===== config.mk =====
export PLATFORM = sky130hd
export DESIGN_NAME = fifo_wr_arbiter
export DESIGN_NICKNAME = d
export VERILOG_FILES = /design/src/rtl/fifo_wr_arbiter.sv
export SDC_FILE = /design/constraint.sdc
export NUM_CORES = 1
export LEC_CHECK = 0
export ABC_CLOCK_PERIOD_IN_PS = 1500
export CAP_MARGIN = 20
export CELL_PAD_IN_SITES_DETAIL_PLACEMENT = 0
export CELL_PAD_IN_SITES_GLOBAL_PLACEMENT = 1
export CORE_ASPECT_RATIO = 0.9
export CORE_MARGIN = 3
export CORE_UTILIZATION = 21
export DETAILED_ROUTE_END_ITERATION = 6
export GPL_ROUTABILITY_DRIVEN = 0
export GPL_TIMING_DRIVEN = 0
export PLACE_DENSITY = 0.77
export SLEW_MARGIN = 20
export SYNTH_ARGS = -nofsm -noshare
export SYNTH_HDL_FRONTEND = slang
export SYNTH_SLANG_ARGS = --single-unit

===== constraint.sdc =====
create_clock -name wr_clk -period 1.5 [get_ports wr_clk]
set_input_delay 0.3 -clock wr_clk [delete_from_list [all_inputs] [get_ports wr_clk]]
set_output_delay 0.3 -clock wr_clk [all_outputs]
set_load 0.02 [all_outputs]

===== src/rtl/fifo_wr_arbiter.sv =====
// Round-robin burst arbiter sharing one FIFO write port among c_NUM_REQ valid/ready producers.
// A grant covers up to c_BURST_LEN words; FIFO full stalls the burst, almost_full blocks new grants.
module fifo_wr_arbiter #(
  parameter int unsigned c_NUM_REQ    = 2,
  parameter int unsigned c_DATA_WIDTH = 16,
  parameter int unsigned c_BURST_LEN  = 4,
  parameter int unsigned c_AF_GATE    = 1
) (
  input  logic                              wr_clk,
  input  logic                              wr_rst,
  input  logic [c_NUM_REQ-1:0]              req_valid,
  input  logic [c_NUM_REQ*c_DATA_WIDTH-1:0] req_data,
  output logic [c_NUM_REQ-1:0]              req_ready,
  output logic                              fifo_wr_en,
  output logic [c_DATA_WIDTH-1:0]           fifo_wr_data,
  input  logic                              fifo_wr_full,
  input  logic                              fifo_almost_full,
  output logic [c_NUM_REQ-1:0]              grant,
  output logic                              busy
);

  localparam int unsigned PTR_W = $clog2(c_NUM_REQ);
  localparam int unsigned CNT_W = $clog2(c_BURST_LEN + 1);
  localparam logic        AF_EN = (c_AF_GATE != 0);

  typedef enum logic {S_IDLE, S_BURST} state_e;

  state_e                  state_q, state_d;
  logic [c_NUM_REQ-1:0]    grant_q, grant_d;
  logic [CNT_W-1:0]        beat_q, beat_d;
  logic [PTR_W-1:0]        rr_ptr_q, rr_ptr_d;

  logic                    sel_found;
  logic [PTR_W-1:0]        sel_idx;
  logic                    owner_valid;
  logic [c_DATA_WIDTH-1:0] owner_data;
  logic                    accept;

  // First valid requester strictly after rr_ptr, wrapping.
  always_comb begin
    sel_found = 1'b0;
    sel_idx   = rr_ptr_q;
    for (int k = 1; k <= int'(c_NUM_REQ); k++) begin
      if (!sel_found && req_valid[(int'(rr_ptr_q) + k) % int'(c_NUM_REQ)]) begin
        sel_found = 1'b1;
        sel_idx   = PTR_W'((int'(rr_ptr_q) + k) % int'(c_NUM_REQ));
      end
    end
  end

  // rr_ptr doubles as the burst owner index while in BURST.
  always_comb begin
    owner_valid = 1'b0;
    owner_data  = '0;
    for (int i = 0; i < int'(c_NUM_REQ); i++) begin
      if (rr_ptr_q == PTR_W'(i)) begin
        owner_valid = req_valid[i];
        owner_data  = req_data[i*c_DATA_WIDTH +: c_DATA_WIDTH];
      end
    end
  end

  // Next-state and stream outputs.
  always_comb begin
    state_d      = state_q;
    grant_d      = grant_q;
    beat_d       = beat_q;
    rr_ptr_d     = rr_ptr_q;
    req_ready    = '0;
    fifo_wr_en   = 1'b0;
    fifo_wr_data = '0;
    accept       = 1'b0;

    case (state_q)
      S_IDLE: begin
        if (sel_found && !(AF_EN && fifo_almost_full)) begin
          state_d          = S_BURST;
          grant_d          = '0;
          grant_d[sel_idx] = 1'b1;
          rr_ptr_d         = sel_idx;
          beat_d           = '0;
        end
      end
      S_BURST: begin
        req_ready    = grant_q & {c_NUM_REQ{!fifo_wr_full}};
        accept       = owner_valid && !fifo_wr_full;
        fifo_wr_en   = accept;
        fifo_wr_data = owner_data;
        if (!owner_valid || (accept && beat_q == CNT_W'(c_BURST_LEN - 1))) begin
          state_d = S_IDLE;
          grant_d = '0;
          beat_d  = '0;
        end else if (accept) begin
          beat_d = beat_q + CNT_W'(1);
        end
      end
      default: state_d = S_IDLE;
    endcase

    // No handshake or write may happen in a reset cycle.
    if (wr_rst) begin
      req_ready  = '0;
      fifo_wr_en = 1'b0;
    end
  end

  always_ff @(posedge wr_clk) begin
    if (wr_rst) begin
      state_q  <= S_IDLE;
      grant_q  <= '0;
      beat_q   <= '0;
      rr_ptr_q <= PTR_W'(c_NUM_REQ - 1);
    end else begin
      state_q  <= state_d;
      grant_q  <= grant_d;
      beat_q   <= beat_d;
      rr_ptr_q <= rr_ptr_d;
    end
  end

  assign grant = grant_q;
  assign busy  = (state_q == S_BURST);

endmodule


==> flow_summary.ini, run 1 <==
[run_status]
status = complete, but fails checks
violations = setup timing

[global_routing]
gr-total-overflow = 0
grt_pass1_wl_mm = 3.829
grt_start_max_net_pins = 11
grt_pass1_vias = 863
grt_antenna_before_repair = 0
grtUsageTotal = 0.1245

[logic_synthesis]
synth_top_family_by_area = simple AND/OR/NAND/NOR gates
synth_simple_gate_area_frac = 0.3232
yosys.area.top_type = mux2i_1
async_flop_share = 0
yosysWarningCount = 0
synth-compound-area-share = 0.1107
syn_area_um2 = 700.7
postSynthNetCount = 120
yosys_register_bits = 7
syn_inst = 80
synthAdderAreaFrac = 0.03571
synthTopCellsByArea = mux2i_1 24%, dfxtp_1 20%, nor2b_1 16%, ha_1 3.6%, nor2_1 3.2%
synth_common_cells = 18 x nor2b_1, 17 x mux2i_1, 7 x dfxtp_1, 6 x nor2_1, 4 x inv_1
muxShareOfSynthArea = 0.2625
synth_top_area_share = 0.2429
ys_seq_area_frac = 0.2000
yosys_most_used_dff = dfxtp_1
avgSynthCellArea_um2 = 8.758
synth_edf_count = 0
post_synth_num_cell_types = 28
synth_xor_area_frac = 0.01250
synth_most_common_cell = nor2b_1

[critical_path]
critPathMaxFanout = 2
ff2ff_path_depth = 6
critPathKind = register to output pin
reg2reg_slack_ns = 0.08
required_ns = 1.20
cp-start-kind = register
cp.arrival_ns = 1.23
r2r-end = grant[0]
worstReg2RegStart = rr_ptr_q
cp-end-kind = output pin

[clock_tree]
insertion_delay_ns = 0.23
cts_tree = built
htreeDepth = 1
clkTransAtPathRegs_ns = 0.04
clock_path_buffers = 2
cts-buffers-inserted = 3
postCtsHoldBufs = 0
cts.sinks = 7
root_buffer = clkbuf_8

[routing]
ant_nets = 0
num_vias = 843
firstDrtPassIters = 4
drtIter0Drc = 43
routedWlPerCell_um = 12.54
drc = 0
totalWireLength_mm = 2.458
avgViaCountPerCell = 4.301

[timing]
fin_skew_ns = 0.003378
period_share = 1.021
hold_viol = 0
tightestPinTransition_ns = 0.3170
holdWs_ns = 0.5024
timing.fmax_mhz = 652.9
rsz0062_at_grt = yes
drv_slew = 0
fin_ws_ns = -0.03165
setup_violations = 14
final.min_clock_period_ns = 1.532
max_slew_margin = 0.7887
tns_ns = -0.2553

[pwr]
leakagePower_nw = 0.7613
combPwrFrac = 0.477
p_sw_frac = 0.2865
p_int_mw = 0.6444
switchingPower_mw = 0.2587
max-vdd-ir-drop_mv = 0.2227
powerDensity_nw_per_um2 = 561.3
seqPwrFrac = 0.227
p_clk_frac = 0.296

[cells_and_area]
antenna_cells = 0
drive_gt1_frac = 0.3961
nets = 195
area_growth_pct = 129.6
layoutNonFillerInstCount = 196

[floorplan]
die_x_um = 66.89
die_y_um = 60.80
core-area_um2 = 3114
io_pins = 60
dieArea_um2 = 4067
rows = 19
initial_core_util = 0.2250

[placement]
place_hpwl_mm = 1.888
placedCellCount = 181
portBuffers = 59

[worst_hold_path]
hold_path_class = register to register
hold_depth = 2
worstHoldStart = beat_q[1]
hold_end = beat_q[1]

[run]
drv_cap = 0
==> kinds of logic after synthesis <==
logic type,after synthesis
AND/OR/NAND/NOR,35
XOR/XNOR,1
AO/OA/AOI/OAI,9
adder cells (fa/ha/maj),2
flip-flops,7
buffers and inverters,8
multiplexers,18
==> flip-flops by register name (all words and copies together) (netlist names) <==
name      flops
rr_ptr_q      1
busy          1
beat_q        3
grant         2
==> critical path, cell delays in order, from the launching register on <==
cell     delay, ns
dfxtp_4       0.35
buf_4         0.12
mux2i_4       0.21
and2b_1       0.20
buf_6         0.13
==> cells in the final DEF, fill, tap and decap left out, types with 2 or more instances in the layout <==
cell              n
buf_2             2
nor2b_1           8
buf_4            11
dlygate4sd2_1     5
ha_1              2
mux2i_2           4
clkbuf_4          2
clkdlybuf4s50_1  33
buf_8             2
buf_6            14
nand2b_1          2
clkbuf_8          3
nor2b_2          10
inv_1             4
and2_4            2
dlymetal6s2s_1    2
dfxtp_4           2
mux2i_1          13
dfxtp_1           5
buf_12            2
nor2_1            6
nand2_1           2
==> worst max path at each step <==
stage | to | depth (start not counted) | startpoint
after floorplan | req_ready[0] | 3 | busy
after global placement | req_ready[0] | 4 | wr_rst
after detailed placement | req_ready[1] | 4 | wr_rst
after CTS | req_ready[0] | 4 | busy
after global routing | fifo_wr_data[11] | 5 | rr_ptr_q
final | fifo_wr_en | 4 | rr_ptr_q
==> timing repair <==
action                                  4_1_cts  5_1_grt
endpoints found under the setup margin       24       20
resized for setup                           126       14
pin swaps                                     2        2
endpoints found under the hold margin         0        0
gates cloned                                  2        0
setup buffers                                 6        3
==> power by group through the flow <==
stage	Clock, mW	Combinational [mW]	Sequential [mW]
global route	0.290	0.462	0.206
global placement	0	0.350	0.210
finish	0.268	0.430	0.205
detailed placement	0	0.354	0.211
CTS	0.277	0.409	0.205
floorplan	0	0.167	0.215
==> area by class of cell <==
type	count	area, µm²
Buffer	4	62.56
Sequential cell	7	147.6
Tap cell	42	52.55
Multi-Input combinational cell	65	586.8
Fill cell	309	1505
Clock buffer	4	45.04
Inverter	4	15.01
Timing Repair Buffer	70	699.4
==> per-layer routing <==
metal,part of all wire,global-route usage
met5,0,0
met4,0.0057,0.03468
met3,0.081,0.05185
met2,0.54,0.2189
met1,0.37,0.1394
==> stage by stage <==
step                      setup WS, ns  instance area (µm²)  power, mW  utilization
after CTS                     -0.05999                 1544     0.8908       0.4958
after global routing          -0.09570                 1609     0.9580       0.5167
after floorplan                0.09694                726.9     0.3821            -
after detailed placement       -0.8138                 1370     0.5650       0.4399
after global placement         -0.7832                 1370     0.5599       0.4399
final                         -0.03165                 1609     0.9031       0.5167
No activity file was read; power rests on OpenSTA's default activity.
==> run 2, diff against run 1 <==
CORE_UTILIZATION = 35   (was 21)
DONT_BUFFER_PORTS = 1   (was not set)
PLACE_DENSITY = 0.65   (was 0.77)
==> run 2 against run 1 <==
- the flow still finishes with violations (setup timing)
- combinational power decreased by 18%
- cell area decreased by 26%
- die area fell by 37%
- global-route usage up 1.3 points
- highest routed layer unchanged
- register-to-register slack better by 0.04 ns
- fmax decreased by 5.1%
- setup slack lost 0.082 ns
- clock power is 34% lower
- final cell count decreased by 40%
- largest cell class is now multi-input combinational cells
- sequential share of layout area increased by 2.9 points
- largest power group unchanged
==> flow_summary.ini, run 2 (synthesized netlist as in run 1, its figures left out) <==
[timing]
timing.fmax_mhz = 619.9
tightestPinTransition_ns = 0.2862
fin_ws_ns = -0.1132
tns_ns = -0.8243
holdWs_ns = 0.09853
fin_skew_ns = 0.0002646
drv_slew = 0
max_slew_margin = 0.8054
hold_viol = 0
final.min_clock_period_ns = 1.613
rsz0062_at_grt = yes
period_share = 1.075
setup_violations = 16

[cells_and_area]
final_common_cell = nor2b_4
largest-register = beat_q
nets = 135
area_growth_pct = 70.89
multi_input_area_um2 = 785.8
most-common-layout-cells = 16 x nor2b_4, 8 x mux2i_2, 8 x mux2i_4
fillers = 122
drive_gt1_frac = 0.6277
antenna_cells = 0
largest_reg_flops = 3
regArea_um2 = 145.1
finalInstanceArea_um2 = 1197

[routing]
num_vias = 628
firstDrtPassIters = 4
drc = 0
totalWireLength_mm = 1.786
routedWlPerCell_um = 15.14
drtIter0Drc = 4
avgViaCountPerCell = 5.322
ant_nets = 0

[floorplan]
rows = 14
die_x_um = 53.17
die_y_um = 48.45
core-area_um2 = 1787
dieArea_um2 = 2576
initial_core_util = 0.3922
io_pins = 60

[worst_hold_path]
hold_path_class = input port to register

[clock_tree]
root_buffer = clkbuf_4
cts-buffers-inserted = 3
cts.sinks = 7
insertion_delay_ns = 0.25
htreeDepth = 1
clock_path_buffers = 2
cts_tree = built
clkTransAtPathRegs_ns = 0.05

[critical_path]
cp-start-kind = register
required_ns = 1.20
cp-end-kind = output pin
critPathMaxFanout = 3
critPathKind = register to output pin
cp.arrival_ns = 1.31

[run_status]
status = complete, but fails checks
violations = setup timing

[global_routing]
grt_pass1_vias = 582
grtUsageTotal = 0.1375
gr-total-overflow = 0
grt_start_max_net_pins = 9
grt_pass1_wl_mm = 2.601
grt_antenna_before_repair = 0

[pwr]
max-vdd-ir-drop_mv = 0.5134
leakagePower_nw = 0.4405
power_mw = 0.7423
powerDensity_nw_per_um2 = 619.9

[placement]
dp_slack_ns = -0.2369
place_hpwl_mm = 1.231
placed_area_um2 = 757.0
portBuffers = 0

[run]
drv_cap = 0
run 2: cell types whose count changed in the layout (fill, tap and decap cells not counted), moves of 4 or more:
cell,before,now
nor2b_4,0,16
mux2i_4,1,8
mux2i_1,13,2
nor2b_1,8,2
buf_6,14,1
buf_4,11,5
nor2b_2,10,0
clkdlybuf4s50_1,33,0
dlygate4sd2_1,5,0
mux2i_2,4,8
run 2: repair_timing:
item | in CTS | in global routing
hold buffers | 0 | 0
gates resized for setup | 54 | 15
buffers inserted | 6 | 2
gates cloned | 2 | 0
setup endpoints to repair | 19 | 19
run 2: through the flow:
| stage | cells | util |
|---|---|---|
| floorplan | 80 | - |
| global placement | 104 | 0.4237 |
| detailed placement | 104 | 0.4237 |
| CTS | 116 | 0.6289 |
| global route | 118 | 0.6702 |
| finish | 118 | 0.6702 |
run 2: worst paths after layout:
check	from	to	slack, ns	cells after the start
worst max-delay path	rr_ptr_q	fifo_wr_en	-0.11	3
worst min-delay path	wr_rst	busy	0.1	1
worst max register to register	rr_ptr_q	grant[0]	0.12	5
worst min register to register	beat_q[1]	beat_q[1]	0.50	2
run 2: cell type report:
cell class              instances  area share
well taps                      24     0.02508
clock buffers                   4     0.02194
plain buffers                   4     0.05434
flip-flops and latches          7      0.1212
inverters                       4     0.01254
repair buffers                 10      0.1087
multi-input cells              65      0.6562
run 2: where the power goes:
part           internal [mW]  leakage, nW  total [mW]  switching, mW
combinational          0.204        0.368       0.351          0.147
clock                  0.102       0.0150       0.177         0.0747
sequential             0.196       0.0576       0.215         0.0181
total                  0.503        0.441       0.742          0.240
run 2: critical path: stages, from the launching register on:
cell	delay (ns)
dfxtp_2	0.34
buf_4	0.11
mux2i_2	0.30
and2b_2	0.31
run 2: metal layers:
layer  vias to the layer above  GRT usage  wire, µm
met2                        41     0.2231       889
li1                        304          -         -
met1                       281     0.1610       696
met3                         2    0.07055       195
met4                         0    0.02553         4
met5                         -          0         0
==> run 3, diff against run 2 <==
RECOVER_POWER = 50   (was not set)
==> results of run 3 <==
Same layout as run 2: the final DEF is identical, and so are final timing and power.
==> RTL edit (flow settings as in run 3) <==
The parameter `c_DATA_WIDTH` goes from 16 to 32.
--- a/src/rtl/fifo_wr_arbiter.sv
+++ b/src/rtl/fifo_wr_arbiter.sv
@@ -2,7 +2,7 @@
 // A grant covers up to c_BURST_LEN words; FIFO full stalls the burst, almost_full blocks new grants.
 module fifo_wr_arbiter #(
   parameter int unsigned c_NUM_REQ    = 2,
-  parameter int unsigned c_DATA_WIDTH = 16,
+  parameter int unsigned c_DATA_WIDTH = 32,
   parameter int unsigned c_BURST_LEN  = 4,
   parameter int unsigned c_AF_GATE    = 1
 ) (
Interface: changed (resized fifo_wr_data and req_data); port bits go from 60 to 108. The function was not compared with the original's and may differ.
==> RTL edit against run 3 <==
  * The flow still finishes with violations (negative setup slack)
  * Sequential cell count unchanged
  * Count of clock-buffer cells in the layout unchanged
  * Synthesized area up 25%
  * Critical path type unchanged
  * Largest power group unchanged
  * Wire length up 100%
  * Critical path depth up 1
  * Register-to-register slack worse by 120 ps
  * Design area up 58%
  * Total power up 39%
  * Worst setup slack better by 14 ps
==> RTL edit: results (changes against run 3) <==
Timing
The final setup slack of the worst path came to -99.0 ps (+14.2 ps). The worst setup skew after layout is 4.33 ps (+4.06 ps). The max-slew headroom at the worst pin was 59.4% (-21 points). The setup violation total in the final timing report is 33 (+17).

The worst slack on hold paths is 230 ps (+131 ps).

Placement
The HPWL reported at the end of detailed placement is 2130 µm (+73%). The port buffer count is 0 (unchanged). The worst slack at placement came to -225 ps (+12.2 ps).

Clock tree
After clock tree synthesis, the clock-pin slew on the worst setup and hold paths is 60 ps. The source-to-sink clock delay at the later pin of the worst-skew pair is 250 ps (about the same). The number of H-tree branching levels is 1 (unchanged).

The number of CTS-inserted buffers is 3 (unchanged).

Global route
The wire length of the first global-routing pass is 4690 µm (+80%). The combined global-route utilization of all metal layers is 20.0% (+6.3 points). The maximum number of pins on one net before global-route repair is 11 (+2). The met3 demand-to-capacity share in global routing is 7.07% (+0.018 points). The global-route met2 utilization is 34.6% (+12 points). The number of global-route vias before repair is 1007 (+73%).

The met1 track demand over resource is 23.1% (+7.0 points).

Finish
The number of flip-flops under the largest register name is 3 (unchanged). The share of final-layout standard cells stronger than drive strength 1 is 74.6% (+12 points). The net count of the finished layout is 203 (+50%).

Pwr
The peak ir drop on the vdd network is 0.451 mV (-12%). The leakage dissipation came to 0.589 nW (+34%). The internal portion of total power is 0.000625 W (+24%).

Yosys
The synthesized net count is 191 (+59%). The number of warnings issued by yosys is 0 (unchanged). Counting instances in the post-synthesis netlist gives the leading cell types as sky130_fd_sc_hd__nor2_1, sky130_fd_sc_hd__mux2i_1, sky130_fd_sc_hd__dfxtp_1. In the synthesized netlist the dominant register cell turns out to be sky130_fd_sc_hd__dfxtp_1.

The number of enable-type register cells in the synthesized netlist is 0 (unchanged). The proportion of register bits with asynchronous set or reset after synthesis is 0% (unchanged). By area the synthesized netlist is led by sky130_fd_sc_hd__mux2i_1, sky130_fd_sc_hd__dfxtp_1, sky130_fd_sc_hd__nor2_1. The portion of the post-synthesis area used by sequential elements is 16.0% (-4.0 points). The distinct cell type count of the synthesized netlist is 25 (-11%).

Setup path
The terminus of the critical flop-to-flop path is beat_q[1]$_SDFFE_PP0P_. The worst-case reg-to-reg path depth was 4 (-1). The setup slack of the most critical reg-to-reg path is 0 ps (-120 ps). In this run the critical register-to-register path is launched from beat_q[0]$_SDFFE_PP0P_.

The slowest stage of the critical path is the sky130_fd_sc_hd__dfxtp_2 cell. The data arrival time of the worst path is 1300 ps. The maximum net fanout on the critical path is 11 (+8).

Drt
The mean routed wirelength per cell is 23.3 µm (+54%). The detail-routed via count per cell is 6.36 (+20%). The total routed wire length on the met1 layer is 1090 µm (+57%). The length of routed met2 wiring is 2090 µm (+140%). The length of the first detailed-routing pass in iterations is 4 (unchanged). In this run the top signal layer used is met4. The met3 wire length is 419 µm (+110%). The number of DRC markers after the initial detailed-route iteration was 37 (+33).

Outcome
The final reports fail on negative setup slack. The run finished, with violations left.

Min path
The worst hold endpoint is rr_ptr_q$_SDFFE_PP1P_. In this run the worst hold path is classified as in -> reg. The number of cells traversed by the worst hold path is 2 (+1). The hold path startpoint is req_valid[0].
[RTL edit: changes by cell type after synthesis, moves of 2 or more]
| cell | change |
|---|---|
| sky130_fd_sc_hd__mux2i_1 | +16 |
| sky130_fd_sc_hd__o32ai_1 | +2 |
| sky130_fd_sc_hd__nor2_1 | +30 |
| sky130_fd_sc_hd__a22oi_1 | +2 |
| sky130_fd_sc_hd__buf_2 | +3 |
| sky130_fd_sc_hd__clkbuf_1 | +4 |
| sky130_fd_sc_hd__nor3_1 | +3 |
| sky130_fd_sc_hd__nor2b_1 | -16 |
[RTL edit: stage by stage]
step / TNS [ps] / area [µm²] / instances
2_1_floorplan: -551 / 992 / 119
3_3_place_gp: -4840 / 1030 / 146
3_5_place_dp: -5530 / 1030 / 146
4_1_cts: -2370 / 1700 / 152
5_1_grt: -3670 / 1890 / 157
6_report: -2260 / 1890 / 157
[RTL edit: worst max-delay path, delay by kind of cell, from the launching register on]
family                 cells  cell delay (ps)
and+or+nand+nor            1               70
DFF                        1              340
muxes                      1              260
buffers and inverters      2              360
[RTL edit: worst max-delay path by stage]
| stage | start | to | slack (ps) | cells after the start |
|---|---|---|---|---|
| after floorplan | busy$_SDFF_PP0_ | fifo_wr_data[12] | -20 | 4 |
| after global placement | busy$_SDFF_PP0_ | req_ready[0] | -200 | 4 |
| after detailed placement | busy$_SDFF_PP0_ | req_ready[0] | -220 | 4 |
| after CTS | rr_ptr_q$_SDFFE_PP1P_ | fifo_wr_data[22] | -90 | 4 |
| after global routing | rr_ptr_q$_SDFFE_PP1P_ | fifo_wr_data[14] | -140 | 4 |
| final | rr_ptr_q$_SDFFE_PP1P_ | fifo_wr_data[14] | -100 | 4 |
[RTL edit: power by group through the flow]
stage,logic (W),clock network (W),registers (W)
3_3_place_gp,0.000315,0,0.000212
6_report,0.000646,0.000175,0.000212
5_1_grt,0.000676,0.000194,0.000213
2_1_floorplan,0.000289,0,0.000211
3_5_place_dp,0.000319,0,0.000213
4_1_cts,0.000568,0.000179,0.000211
[RTL edit: final cells by class]
cell class | count | area [µm²]
multi-input cells | 99 | 1390
fillers | 130 | 394
inverters | 4 | 17.5
plain buffers | 9 | 174
clock buffers | 4 | 26.3
well taps | 27 | 33.8
repair buffers | 7 | 105
flip-flops and latches | 7 | 146
[RTL edit: cell families after synthesis]
| logic type | share of synthesized area [%] |
|---|---|
| buf+inv | 6.44 |
| xor+xnor | 1.00 |
| mux | 37.8 |
| compound gates | 9.16 |
| simple gates | 26.8 |
| fa+ha+maj | 2.86 |
| flops | 16.0 |
[RTL edit: timing repair]
action / in CTS / in global routing
endpoints found under the hold margin: 0 / 0
setup buffers: 1 / 2
hold buffers: 0 / 0
resized for setup: 123 / 16
endpoints found under the setup margin: 39 / 37
pin swaps: 9 / 11
cloned: 1 / 3
